$ cat src/rtl/fifo_pkg.sv
// rtl/fifo_pkg.sv - operation-state encodings and decode helpers for param_fifo
package fifo_pkg;

  typedef enum logic [2:0] {
    ST_INIT     = 3'b000,
    ST_WRITE    = 3'b001,
    ST_READ     = 3'b010,
    ST_RW       = 3'b011,
    ST_WR_RDERR = 3'b100,
    ST_WR_ERR   = 3'b101,
    ST_RD_ERR   = 3'b110,
    ST_NO_OP    = 3'b111
  } fifo_state_e;

  typedef struct packed {
    logic wr_ack;
    logic wr_err;
    logic rd_ack;
    logic rd_err;
  } fifo_hs_t;

  // Full with a simultaneous read is still a legal RW: the read frees the slot.
  function automatic fifo_state_e next_state(input logic wr, input logic rd,
                                             input logic full, input logic empty);
    if (wr && rd) return empty ? ST_WR_RDERR : ST_RW;
    if (wr)       return full  ? ST_WR_ERR   : ST_WRITE;
    if (rd)       return empty ? ST_RD_ERR   : ST_READ;
    return ST_NO_OP;
  endfunction

  function automatic logic state_writes(input fifo_state_e s);
    return (s == ST_WRITE) || (s == ST_RW) || (s == ST_WR_RDERR);
  endfunction

  function automatic logic state_reads(input fifo_state_e s);
    return (s == ST_READ) || (s == ST_RW);
  endfunction

  function automatic fifo_hs_t decode_hs(input fifo_state_e s);
    fifo_hs_t hs;
    hs = '0;
    case (s)
      ST_WRITE:    hs.wr_ack = 1'b1;
      ST_READ:     hs.rd_ack = 1'b1;
      ST_RW:       begin hs.wr_ack = 1'b1; hs.rd_ack = 1'b1; end
      ST_WR_RDERR: begin hs.wr_ack = 1'b1; hs.rd_err = 1'b1; end
      ST_WR_ERR:   hs.wr_err = 1'b1;
      ST_RD_ERR:   hs.rd_err = 1'b1;
      default:     hs = '0;
    endcase
    return hs;
  endfunction

endpackage

$ cat src/rtl/fifo_mem.sv
// rtl/fifo_mem.sv - WIDTH x DEPTH register file, sync write port, registered read port
module fifo_mem #(
  parameter int unsigned WIDTH = 32,
  parameter int unsigned DEPTH = 8,
  parameter int unsigned AW    = 3
) (
  input  logic             clk,
  input  logic             reset_n,
  input  logic             wr_en,
  input  logic [AW-1:0]    wr_addr,
  input  logic [WIDTH-1:0] wr_data,
  input  logic             rd_en,
  input  logic [AW-1:0]    rd_addr,
  output logic [WIDTH-1:0] rd_data
);

  logic [WIDTH-1:0] mem_q [DEPTH];
  logic [WIDTH-1:0] rd_data_q;

  // Storage is deliberately left out of reset.
  always_ff @(posedge clk) begin
    if (wr_en) mem_q[wr_addr] <= wr_data;
  end

  always_ff @(posedge clk or negedge reset_n) begin
    if (!reset_n)   rd_data_q <= '0;
    else if (rd_en) rd_data_q <= mem_q[rd_addr];
  end

  assign rd_data = rd_data_q;

endmodule

$ cat src/rtl/param_fifo.sv
// rtl/param_fifo.sv - parametrised sync FIFO with handshake FSM; FIFO_ALMOST_FLAGS_EN enables almost flags
module param_fifo
  import fifo_pkg::*;
#(
  parameter int unsigned WIDTH     = 32,
  parameter int unsigned DEPTH     = 8,
  parameter int unsigned AF_MARGIN = 1,
  parameter int unsigned AE_MARGIN = 1
) (
  input  logic                   clk,
  input  logic                   reset_n,
  input  logic                   wr_en,
  input  logic                   rd_en,
  input  logic [WIDTH-1:0]       din,
  output logic [WIDTH-1:0]       dout,
  output logic [$clog2(DEPTH):0] data_count,
  output logic                   full,
  output logic                   empty,
  output logic                   almost_full,
  output logic                   almost_empty,
  output logic                   wr_ack,
  output logic                   wr_err,
  output logic                   rd_ack,
  output logic                   rd_err
);

  localparam int unsigned AW = $clog2(DEPTH);
  localparam int unsigned CW = AW + 1;

  if ((DEPTH < 2) || ((DEPTH & (DEPTH - 1)) != 0) ||
      (AF_MARGIN > DEPTH) || (AE_MARGIN > DEPTH)) begin : g_bad_params
    $error("param_fifo: DEPTH must be a power of two >= 2 and margins <= DEPTH");
  end

  fifo_state_e   state_q, state_d;
  logic [AW-1:0] wr_ptr_q, wr_ptr_d;
  logic [AW-1:0] rd_ptr_q, rd_ptr_d;
  logic [CW-1:0] count_q, count_d;
  logic          do_wr, do_rd;
  fifo_hs_t      hs;

  // The decision for this edge is the state about to be registered.
  always_comb begin
    state_d  = next_state(wr_en, rd_en, full, empty);
    do_wr    = state_writes(state_d);
    do_rd    = state_reads(state_d);
    wr_ptr_d = wr_ptr_q;
    rd_ptr_d = rd_ptr_q;
    count_d  = count_q;
    if (do_wr) wr_ptr_d = wr_ptr_q + AW'(1);
    if (do_rd) rd_ptr_d = rd_ptr_q + AW'(1);
    if (do_wr && !do_rd)      count_d = count_q + CW'(1);
    else if (do_rd && !do_wr) count_d = count_q - CW'(1);
  end

  always_ff @(posedge clk or negedge reset_n) begin
    if (!reset_n) begin
      state_q  <= ST_INIT;
      wr_ptr_q <= '0;
      rd_ptr_q <= '0;
      count_q  <= '0;
    end else begin
      state_q  <= state_d;
      wr_ptr_q <= wr_ptr_d;
      rd_ptr_q <= rd_ptr_d;
      count_q  <= count_d;
    end
  end

  fifo_mem #(
    .WIDTH (WIDTH),
    .DEPTH (DEPTH),
    .AW    (AW)
  ) u_mem (
    .clk     (clk),
    .reset_n (reset_n),
    .wr_en   (do_wr),
    .wr_addr (wr_ptr_q),
    .wr_data (din),
    .rd_en   (do_rd),
    .rd_addr (rd_ptr_q),
    .rd_data (dout)
  );

  assign hs         = decode_hs(state_q);
  assign wr_ack     = hs.wr_ack;
  assign wr_err     = hs.wr_err;
  assign rd_ack     = hs.rd_ack;
  assign rd_err     = hs.rd_err;

  assign data_count = count_q;
  assign full       = (count_q == CW'(DEPTH));
  assign empty      = (count_q == '0);

`ifdef FIFO_ALMOST_FLAGS_EN
  assign almost_full  = (count_q >= CW'(DEPTH - AF_MARGIN));
  assign almost_empty = (count_q <= CW'(AE_MARGIN));
`else
  assign almost_full  = 1'b0;
  assign almost_empty = 1'b0;
`endif

endmodule

$ cat config.mk
export PLATFORM = sky130hd
export DESIGN_NAME = param_fifo
export DESIGN_NICKNAME = d
export VERILOG_FILES = /design/src/rtl/fifo_pkg.sv /design/src/rtl/fifo_mem.sv /design/src/rtl/param_fifo.sv
export SDC_FILE = /design/constraint.sdc
export NUM_CORES = 1
export LEC_CHECK = 0
export CAP_MARGIN = 20
export CORE_ASPECT_RATIO = 0.5
export CORE_MARGIN = 4
export CORE_UTILIZATION = 35
export DETAILED_ROUTE_END_ITERATION = 8
export GPL_TIMING_DRIVEN = 0
export PLACE_DENSITY_LB_ADDON = 0.2
export SLEW_MARGIN = 40
export SYNTH_ARGS = -nofsm -noshare
export SYNTH_HDL_FRONTEND = slang
export SYNTH_SLANG_ARGS = --single-unit
$ cat constraint.sdc
create_clock -name clk -period 8.15 [get_ports clk]
set_input_delay 1.63 -clock clk [delete_from_list [all_inputs] [get_ports clk]]
set_output_delay 1.63 -clock clk [all_outputs]
set_load 0.05 [all_outputs]
**Word-level counts from Yosys, hierarchy flattened**

Memory sizes are Yosys's and may differ from the RTL's. A register that Yosys moved wholly into a read port is not among the register bits.
Cells that the tools add are included.

- Bits in registers: 13
- Bits in writable memories: 256
- Input bits: 36
- Output and inout port bits: 44
- Word-level logic and storage cells: 57
- Memories kept: 1

- $add $sub $neg: 4
- Equal/unequal tests: 11
- Muxes and demuxes: 23
- Reductions and logical operators: 14

Memories:

| name | words | width | rd ports | clocked after memory_dff | wr ports | line | RTL |
|---|---|---|---|---|---|---|---|
| u_mem.mem_q | 8 | 32 | 1 | 1 | 1 | fifo_mem.sv:17 | `logic [WIDTH-1:0] mem_q [DEPTH];` |

Operators by type and width:

| cell | count |
|---|---|
| $mux W3 | 9 |
| $eq A3 B2 Y1 const B | 4 |
| $eq A3 B3 Y1 const B | 4 |
| $mux W1 | 12 |
| $mux W4 | 2 |
| $add A3 B1 Y3 const B | 2 |
| $eq A3 B1 Y1 const B | 2 |
| $add A4 B1 Y4 const B | 1 |
| $eq A4 B4 Y1 const B | 1 |
| $logic_not A4 Y1 | 1 |
| $reduce_or A2 Y1 | 2 |
| $sub A4 B1 Y4 const B | 1 |
| $logic_and A1 B1 Y1 | 3 |
| $logic_not A1 Y1 | 3 |
| $logic_or A1 B1 Y1 | 3 |
| $reduce_or A3 Y1 | 1 |
| $reduce_bool A2 Y1 | 1 |

**Longest topological paths before layout**

Gate-level depths: netlist of run 1.

- Depth after elaboration: 15
- Mapped depth: 11
- Mapped depth without buffers: 10

**Cells and area by module**

Synthesis of run 1 repeated with hierarchy kept, for this count alone.

- Cells, all modules: 704
- Area total of the unflattened synthesis: 12005.3 µm²

By module, submodules not included:

| module | times used | cells each | area an instance (µm²) | seq. area each (µm²) |
|---|---|---|---|---|
| fifo_mem | 1 | 635 | 11254.5 | 8488.1 |
| param_fifo | 1 | 69 | 750.7 | 325.3 |

**Worst setup path after synthesis of run 1**

Ideal clock, no wire load.

- Path type: input-to-reg
- From: input port rd_en
- To: memory u_mem.mem_q[0][0], enable pin
- Setup time: 0.501 ns
- Arrival time: 4.781 ns
- Required time: 7.649 ns
- Setup slack: 2.868 ns
- Cell stages on the path: 2
- Buffers on the path: 0
- Path through: o21ai_4 nor4_1

- Cells in the longest elaborated chain, start to end: 11
- Elaborated cells on any way between the ends: 16
- Classes of those cells: eq/ne: 3; mux: 10; reduce/logical: 3

Ends and longest elaborated chain:

| what | line | RTL |
|---|---|---|
| start, declared | param_fifo.sv:13 | `input logic rd_en,` |
| $mux W1 (2 in series) | fifo_pkg.sv:27 | `if (rd) return empty ? ST_RD_ERR : ST_READ;` |
| $mux W1 | fifo_pkg.sv:26 | `if (wr) return full ? ST_WR_ERR : ST_WRITE;` |
| $mux W3 | fifo_pkg.sv:28 | `return ST_NO_OP;` |
| $mux W3 | fifo_pkg.sv:27 |  |
| $mux W3 * | fifo_pkg.sv:26 |  |
| $eq A3 B1 Y1 / $eq A3 B2 Y1 (equally long branches) | fifo_pkg.sv:32 | `return (s == ST_WRITE) \|\| (s == ST_RW) \|\| (s == ST_WR_RDERR);` |
| $logic_or A1 B1 Y1 | fifo_pkg.sv:32 |  |
| $logic_or A1 B1 Y1 * | fifo_pkg.sv:32 |  |
| $mux W1 * | fifo_mem.sv:22 | `if (wr_en) mem_q[wr_addr] <= wr_data;` |
| $mux W1 (implied by the code) * | fifo_mem.sv:22 |  |
| end, declared | fifo_mem.sv:17 |  |

Every way passes the cells marked *; elsewhere a longest branch is shown, timed or not. The select of a mux whose other input is x is not followed.

**Final worst setup path of run 1**

- From: register count_q[1], in the netlist data_count[1]
- To: output port full

- Cells in the longest elaborated chain, start to end: 1

Ends and longest elaborated chain:

| what | line | RTL |
|---|---|---|
| start, declared | param_fifo.sv:38 | `logic [CW-1:0] count_q, count_d;` |
| start signal, assigned | param_fifo.sv:66 | `count_q <= count_d;` |
| $eq A4 B4 Y1 | param_fifo.sv:92 | `assign full = (count_q == CW'(DEPTH));` |
| end, declared | param_fifo.sv:17 | `output logic full,` |

No other way between the ends.

==> flow_summary.yaml, run 1 <==
logic_synthesis:
  synth.most_common_cell: "edfxtp_1"
  synth_cell_types: 38
  ys_ff_latch: 301
  syn-cell-area_um2: 11700
  synth_top_area_cell: "edfxtp_1"
  synth-main-ff-cell: "edfxtp_1"
  syn_inst: 663
  ys_async_sr_fraction_pct: 15.0
  synth.area.top_cells: "edfxtp_1 (66%), dfrtp_1 (9.7%), mux2_2 (6.3%)"
  synth_edf_count: 256
  synth_warnings: 0
  syn_area_per_cell_um2: 17.6
  yosysSeqAreaShare_pct: 75.6
  synth_common_cells: "edfxtp_1 (256), mux2i_1 (66), mux2_2 (65)"
  synth.top_cell.area_share_pct: 65.9
clock_network:
  cts_hold_buf: 0
  cts_tree: "yes"
  cts_made_buffers: 28
  cts.sinks: 301
  clockRootBuffer: "clkbuf_16"
  post_cts.repair.setup_buffers: 0
  clock_latency_ns: 0.56
  ctsResizeCount: 0
  path_clk_slew_ns: 0.06
  cts_buffer_depth: 3
  ctsHtreeMaxLevel: 1
layout:
  nets: 854
  stdcell_count: 1266
  n_antenna_cell: 0
  synthToLayoutAreaGrowth_pct: 22.1
  drive_gt1_share_pct: 22.3
setup_path:
  critPathSlowestCell: "clkdlybuf4s50_1"
  crit_buf_inv: 2
  cp_top_family: "buffers and inverters"
  timing.rr.start: "data_count[1]$_DFFE_PN0P_"
  crit_start: "data_count[1]$_DFFE_PN0P_"
  critPathLaunchType: "flop"
  cp_cell_sequence: "or4b_4 > inv_1 > clkdlybuf4s50_1"
  worstPathRequired_ns: 6.52
  crit_arrival_ns: 2.49
  slowest_delay_ns: 0.80
  worstSetupPathType: "flop to primary output"
  end_kind: "primary output"
  critical_path.max_fanout: 6
placed_design:
  placed_cells: 1214
  portBuffers: 77
  routabilityCongestion: 0.729
  place_hpwl_um: 18700
detailed_routing:
  drc: 0
  routedWlPerCell_um: 21.4
  drt-pass1-iter-count: 4
  drt_iter0_markers: 416
  ant_nets: 0
  vias: 6327
  vias_per_cell: 5.00
  finalWirelength_um: 27100
sta:
  fmax_mhz: 243
  setup_viol: 0
  fin_tns_setup_ns: 0
  slew_violations: 0
  skew_ns: 0.0219
  period_share_pct: 50.5
  period_needed_ns: 4.12
  tightestPinTransition_ns: 0.737
  rsz0062_at_grt: "no"
  final_hold_viol_count: 0
  slew_headroom_pct: 50.9
floorplan:
  core-area_um2: 32200
  dieWidth_um: 266
  initial_core_util_pct: 36.2
  num_io_pins: 80
  die_y_um: 137
  dieArea_um2: 36500
  row_count: 46
global_routing:
  grt_usage_pct: 15.1
  grt_max_degree: 26
  grt_pass1_vias: 6520
  gr-total-overflow: 0
  antenna_found_initial: 0
  grt_pass1_wl_um: 41200
pwr:
  power.switching_mw: 1.90
  irDropWorstVdd_mv: 0.159
  p_comb_share_pct: 37.6
  p_leak_nw: 5.04
  swShare_pct: 36.1
  p_per_area_nw_per_um2: 371
  finalPower_mw: 5.28
  clockPowerShare_pct: 22.6
  p_int_mw: 3.38
  p_seq_share_pct: 39.9
run:
  maxCapViolations: 0
run_status:
  outcome: "completed"
worst_hold_path:
  min-delay-start: "u_mem.rd_data[1]$_DFFE_PN0P_"
  min_path_type: "flop to flop"
-- area by class of cell --
cell class | count | area (um^2)
Buffer | 37 | 226
Fill cell | 2849 | 18000
Timing Repair Buffer | 118 | 1150
Tap cell | 432 | 541
Multi-Input combinational cell | 320 | 2650
Clock buffer | 36 | 751
Inverter | 6 | 22.5
Sequential cell | 301 | 8810
Clock inverter | 16 | 83.8
-- power by group through the flow --
stage / Sequential (mW) / Clock, mW / Combinational, mW
2_1_floorplan: 2.44 / 0 / 0.962
3_3_place_gp: 2.16 / 0 / 1.90
3_5_place_dp: 2.14 / 0 / 2.01
4_1_cts: 2.11 / 1.22 / 2.01
5_1_grt: 2.13 / 1.29 / 2.12
6_report: 2.11 / 1.19 / 1.98
-- layer usage --
layer,global-route usage (%),vias to the layer above,part of all wire [%],wire [um]
li1,-,2915,-,-
met2,24.9,115,47,12800
met5,0,-,0,0
met4,3.06,0,1.9,518
met3,2.44,33,4.0,1090
met1,21.4,3264,47,12700
-- worst register-to-register path: cells and delay by family (launching register included) --
family	cells	cell delay (ns)
AO/OA/AOI/OAI	3	0.79
adder cells (fa/ha/maj)	2	0.57
buffers and inverters	3	0.56
flip-flops	1	0.46
AND/OR/NAND/NOR	2	0.58
-- registers in the layout, indices dropped and copies added (netlist names) --
| register | flops |
|---|---|
| wr_ptr_q | 3 |
| rd_ptr_q | 3 |
| data_count | 4 |
| state_q | 3 |
| u_mem.rd_data | 32 |
| u_mem.mem_q | 256 |
-- worst paths after layout --
check	end	slack [ns]	cells past startpoint
hold / removal	u_mem.rd_data[1]$_DFFE_PN0P_	0.49	2
setup / recovery	full	4.03	3
setup reg to reg	data_count[3]$_DFFE_PN0P_	5.05	10
max in group asynchronous	data_count[3]$_DFFE_PN0P_	6.69	2
hold reg to reg	u_mem.rd_data[1]$_DFFE_PN0P_	0.49	2
min in group asynchronous	u_mem.rd_data[21]$_DFFE_PN0P_	0.97	1
-- cell families (layout without fill, tap and decap cells) --
kind of cell / count (synthesis) / after routing / synth area share, %
buffers and inverters: 43 / 213 / 2.14
adders and majority gates: 6 / 6 / 0.708
other: 1 / 2 / 0.0322
DFF: 301 / 301 / 75.6
muxes: 131 / 131 / 11.9
xor gates and xnor gates: 6 / 6 / 0.451
and+or+nand+nor: 70 / 70 / 2.73
AOI/OAI and AO/OA: 105 / 105 / 6.43
-- stage by stage --
step	hold slack, ns	worst slack, ns	cell area [um^2]	utilization (%)
finish	0.486	4.03	14200	44.2
global route	0.515	3.93	14200	44.2
CTS	0.490	4.00	14200	44.2
detailed placement	0.475	3.53	13400	41.6
global placement	0.475	-1.10	13000	40.3
floorplan	0.506	2.87	11700	-
-- cells in the final DEF, fill, tap and decap left out, types with 3 or more instances in the layout --
master | Yosys | final
o221ai_1 | 21 | 21
nor3_2 | 0 | 4
o21ai_0 | 3 | 3
clkdlybuf4s50_1 | 0 | 76
inv_1 | 4 | 4
xnor2_1 | 6 | 6
mux2i_1 | 66 | 66
edfxtp_1 | 256 | 256
buf_8 | 2 | 3
buf_4 | 10 | 23
clkinv_1 | 0 | 6
nor3_1 | 7 | 3
clkinv_2 | 0 | 9
a22oi_1 | 21 | 21
nand2_1 | 45 | 45
buf_6 | 2 | 3
nor2_4 | 0 | 3
o22ai_1 | 11 | 11
clkbuf_16 | 0 | 28
mux2_2 | 65 | 65
o21ai_1 | 32 | 32
clkbuf_1 | 11 | 17
nor2b_1 | 4 | 4
ha_1 | 5 | 5
buf_2 | 9 | 30
nand2b_1 | 4 | 4
dfrtp_1 | 45 | 45
a221o_1 | 11 | 11
buf_16 | 0 | 5
(Power assumes the default switching activity.)
==> inputs of run 2 (changes only) <==
==> constraint.sdc (replaced) <==
create_clock -name clk -period 4.1 [get_ports clk]
set_input_delay 0.82 -clock clk [delete_from_list [all_inputs] [get_ports clk]]
set_output_delay 0.82 -clock clk [all_outputs]
set_load 0.05 [all_outputs]
==> run 2 against run 1 <==
- final cell count fell by 0.24%
- worst hold slack got worse by 0.32 ns
- critical path depth did not move
- via count barely moved
- global-route usage barely moved
- total power rose by 100%
- critical path type unchanged
- largest cell class unchanged
==> flow_summary.yaml, run 2 (synthesis results as in run 1) <==
clock_network:
  cts_buffer_depth: 3
  clock_latency_ns: 0.55
  post_cts.repair.setup_buffers: 0
  cts_hold_buf: 0
  path_clk_slew_ns: 0.06
  clockRootBuffer: "clkbuf_16"
  cts.sinks: 301
  ctsResizeCount: 0
  ctsHtreeMaxLevel: 1
  cts_made_buffers: 28
  cts_tree: "yes"
setup_path:
  slowest_delay_ns: 0.82
  critical_path.max_fanout: 6
  crit_buf_inv: 2
  worstSetupPathType: "flop to primary output"
  crit_arrival_ns: 2.51
  cp_cell_sequence: "or4b_4 > inv_1 > clkdlybuf4s50_1"
  worstPathRequired_ns: 3.28
  end_kind: "primary output"
  critPathLaunchType: "flop"
  critPathSlowestCell: "clkdlybuf4s50_1"
  cp_top_family: "buffers and inverters"
sta:
  setup_viol: 0
  period_share_pct: 81.2
  skew_ns: 0.0226
  whs_ns: 0.170
  period_needed_ns: 3.33
  slew_headroom_pct: 49.5
  worst_slack_ns: 0.770
  tightestPinTransition_ns: 0.757
  slew_violations: 0
  rsz0062_at_grt: "no"
  final_hold_viol_count: 0
  fmax_mhz: 300
floorplan:
  core-area_um2: 32200
  dieWidth_um: 266
  initial_core_util_pct: 36.2
  dieArea_um2: 36500
  row_count: 46
  die_y_um: 137
  num_io_pins: 80
layout:
  stdcell_count: 1263
  largest_reg_flops: 256
  synthToLayoutAreaGrowth_pct: 22.8
  drive_gt1_share_pct: 22.1
  n_antenna_cell: 0
  n_fill_cell: 2797
  nets: 851
  mostFrequentLayoutCells: "edfxtp_1 (256), clkdlybuf4s50_1 (76), mux2i_1 (66), mux2_2 (65)"
  final_common_cell: "edfxtp_1"
  regMostFlops: "u_mem.mem_q"
detailed_routing:
  drt-pass1-iter-count: 5
  ant_nets: 0
  routedWlPerCell_um: 21.6
  finalWirelength_um: 27300
  drt_iter0_markers: 523
  vias: 6323
  drc: 0
  vias_per_cell: 5.01
global_routing:
  grt_pass1_vias: 6470
  grt_usage_pct: 15.1
  antenna_found_initial: 0
  grt_max_degree: 28
  grt_pass1_wl_um: 41100
  gr-total-overflow: 0
worst_hold_path:
  min_path_type: "primary input to async pin"
pwr:
  finalPower_mw: 10.7
  irDropWorstVdd_mv: 0.334
  p_per_area_nw_per_um2: 747
  p_leak_nw: 5.05
placed_design:
  placed_cells: 1211
  portBuffers: 77
  place_hpwl_um: 18800
  routabilityCongestion: 0.713
  preCtsSetupSlack_ns: 0.345
run:
  maxCapViolations: 0
run_status:
  outcome: "completed"
==> run 2: per-layer routing <==
layer  part of all wire (%)  up-vias  global-route usage (%)
met3                    4.0       34                    2.48
met5                      0        -                       0
li1                       -     2898                       -
met1                     48     3273                    21.8
met4                    1.5        0                    2.89
met2                     46      118                    24.4
==> run 2: final timing paths <==
check,from,to,slack (ns),depth (start not counted)
max,data_count[1]$_DFFE_PN0P_,full,0.77,3
max reg2reg,data_count[1]$_DFFE_PN0P_,data_count[3]$_DFFE_PN0P_,1.07,10
min in group clk,u_mem.rd_data[21]$_DFFE_PN0P_,u_mem.rd_data[21]$_DFFE_PN0P_,0.48,2
min,reset_n,u_mem.rd_data[21]$_DFFE_PN0P_,0.17,1
min reg2reg,u_mem.rd_data[21]$_DFFE_PN0P_,u_mem.rd_data[21]$_DFFE_PN0P_,0.48,2
max in group asynchronous,reset_n,u_mem.rd_data[17]$_DFFE_PN0P_,3.47,2
==> run 2: final cells by class <==
cell class | count | area, um^2 | share of cell area (%)
plain buffers | 37 | 226 | 1.58
clock buffers | 44 | 842 | 5.88
clock inverters | 8 | 68.8 | 0.481
inverters | 6 | 22.5 | 0.157
multi-input cells | 320 | 2660 | 18.6
flip-flops and latches | 301 | 8810 | 61.6
well taps | 432 | 541 | 3.78
repair buffers | 115 | 1140 | 7.98
==> run 2: stage by stage <==
step                      TNS, ns  cell area (um^2)  utilization (%)
final                           0             14300             44.4
after global placement    -480.72             13000             40.3
after floorplan                 0             11700                -
after global routing            0             14300             44.4
after CTS                       0             14300             44.4
after detailed placement        0             13400             41.6
==> run 2: report_power, final <==
part           switching, mW  internal, mW  total [mW]
registers              0.264          3.92        4.19
logic                   2.45          1.50        3.95
clock network           1.09          1.47        2.56
==> inputs of run 3 (changes only) <==
==> constraint.sdc (replaced) <==
create_clock -name clk -period 3.1 [get_ports clk]
set_input_delay 0.62 -clock clk [delete_from_list [all_inputs] [get_ports clk]]
set_output_delay 0.62 -clock clk [all_outputs]
set_load 0.05 [all_outputs]
==> run 3 against run 2 <==
- final cell count stayed put
- via count rose by 0.65%
- total power rose by 35%
- combinational power up 33%
- final area is 0.78% higher
- critical path type unchanged
- critical endpoint is now empty
- largest power group unchanged
==> flow_summary.yaml, run 3 (synthesis results as in run 1) <==
placed_design:
  portBuffers: 77
  routabilityCongestion: 0.727
  placed_cells: 1206
  post_dp_cell_area_um2: 13400
  place_hpwl_um: 18800
layout:
  largest_reg_flops: 256
  final_common_cell: "edfxtp_1"
  drive_gt1_share_pct: 22.5
  n_antenna_cell: 0
  nets: 850
  stdcell_count: 1263
  final_area_um2: 14400
  n_fill_cell: 2793
  mostFrequentLayoutCells: "edfxtp_1 (256), clkdlybuf4s50_1 (75), mux2i_1 (66), mux2_2 (65), nand2_1 (45)"
  synthToLayoutAreaGrowth_pct: 23.7
  regMostFlops: "u_mem.mem_q"
setup_path:
  critical_path.max_fanout: 6
  timing.rr.start: "data_count[0]$_DFFE_PN0P_"
  cp_top_family: "buffers and inverters"
  cp_cell_sequence: "nor4_4 > clkdlybuf4s50_1"
  crit_start: "data_count[0]$_DFFE_PN0P_"
  worstPathRequired_ns: 2.48
  cp-endpoint: "empty"
  crit_arrival_ns: 2.25
  reg2reg_depth: 10
  critPathSlowestCell: "clkdlybuf4s50_1"
  worstSetupPathDepth: 2
  r2r_end: "data_count[3]$_DFFE_PN0P_"
  worstSetupPathType: "flop to primary output"
  crit_buf_inv: 1
  reg2reg_slack_ns: 0.25
  critPathLaunchType: "flop"
  end_kind: "primary output"
  slowest_delay_ns: 0.86
floorplan:
  num_io_pins: 80
  dieWidth_um: 266
  row_count: 46
  core-area_um2: 32200
  initial_core_util_pct: 36.2
  die_y_um: 137
  dieArea_um2: 36500
global_routing:
  grt_max_degree: 28
  gr-total-overflow: 0
  grt_usage_pct: 15.1
  grt_pass1_vias: 6560
  antenna_found_initial: 0
  grt_pass1_wl_um: 41300
run:
  maxCapViolations: 0
sta:
  slew_headroom_pct: 48.4
  final_hold_viol_count: 0
  period_needed_ns: 2.87
  period_share_pct: 92.6
  rsz0062_at_grt: "no"
  fmax_mhz: 348
  skew_ns: 0.0182
  setup_viol: 0
  tightestPinTransition_ns: 0.774
  slew_violations: 0
pwr:
  irDropWorstVdd_mv: 0.497
  finalPower_mw: 14.4
  p_per_area_nw_per_um2: 999
  p_leak_nw: 5.07
detailed_routing:
  drc: 0
  drt_iter0_markers: 446
  routedWlPerCell_um: 21.9
  drt-pass1-iter-count: 5
  ant_nets: 0
  vias_per_cell: 5.04
  finalWirelength_um: 27700
  vias: 6364
clock_network:
  clockRootBuffer: "clkbuf_16"
  cts.sinks: 301
  clock_latency_ns: 0.56
  cts_made_buffers: 29
  cts_buffer_depth: 3
  cts_tree: "yes"
  ctsHtreeMaxLevel: 1
  path_clk_slew_ns: 0.06
run_status:
  outcome: "completed"
worst_hold_path:
  min_path_type: "flop to flop"
[run 3: cell count changes in the layout (fill, tap and decap cells not counted), moves of 2 or more]
cell | before | now
dfrtp_1 | 45 | 41
clkbuf_8 | 6 | 2
dfrtp_2 | 0 | 3
buf_4 | 22 | 26
buf_2 | 26 | 17
bufinv_16 | 1 | 4
clkbuf_1 | 20 | 22
[run 3: cell type report]
cell class	instances	area (um^2)	area share (%)
multi-input combinational	320	2680	18.6
clock buffer	42	795	5.51
tap	432	541	3.75
inverter	6	22.5	0.156
timing repair buffer	114	1180	8.18
buffer	36	221	1.53
clock inverter	12	166	1.15
sequential	301	8820	61.1
[run 3: how the worst min path moves through the flow]
stage / from / to / slack [ns] / cells after the start
2_1_floorplan: reset_n / data_count[1]$_DFFE_PN0P_ / 0.32 / 0
3_3_place_gp: u_mem.rd_data[21]$_DFFE_PN0P_ / u_mem.rd_data[21]$_DFFE_PN0P_ / 0.48 / 2
3_5_place_dp: u_mem.rd_data[2]$_DFFE_PN0P_ / u_mem.rd_data[2]$_DFFE_PN0P_ / 0.48 / 2
4_1_cts: reset_n / u_mem.rd_data[9]$_DFFE_PN0P_ / 0.49 / 2
5_1_grt: reset_n / u_mem.rd_data[21]$_DFFE_PN0P_ / 0.52 / 2
6_report: u_mem.rd_data[2]$_DFFE_PN0P_ / u_mem.rd_data[2]$_DFFE_PN0P_ / 0.49 / 2
[run 3: repair_timing]
item | 4_1_cts | 5_1_grt
pin swaps | 0 | 1
buffers inserted | 0 | 3
endpoints found under the setup margin | 1 | 1
hold buffers | 1 | 0
gates resized for setup | 1 | 0
endpoints found under the hold margin | 18 | 0
[run 3: stage by stage]
stage	util (%)	hold WS, ns	setup WS [ns]	TNS, ns
finish	44.8	0.487	0.230	0
global route	44.8	0.519	0.0998	0
CTS	44.7	0.489	0.103	0
detailed placement	41.7	0.476	-0.241	-0.241
global placement	40.4	0.476	-3.64	-631.78
floorplan	-	0.324	-0.486	-46.66
[run 3: metal layers]
layer	track usage, %	vias to the layer above	routed length, um
met1	21.3	3287	13000
met4	3.29	0	484
met2	24.7	138	12800
met5	0	-	0
met3	2.84	34	1420
li1	-	2905	-
[run 3: power by group]
| group | switching (mW) | internal, mW | total (mW) |
|---|---|---|---|
| Sequential | 0.363 | 5.20 | 5.56 |
| Combinational | 3.26 | 2.00 | 5.26 |
| Clock | 1.47 | 2.11 | 3.59 |
[run 3: worst min-delay path, cell delays in order (launching register included)]
cell	delay, ns
dfrtp_1	0.34
nand2_1	0.05
o21ai_1	0.06
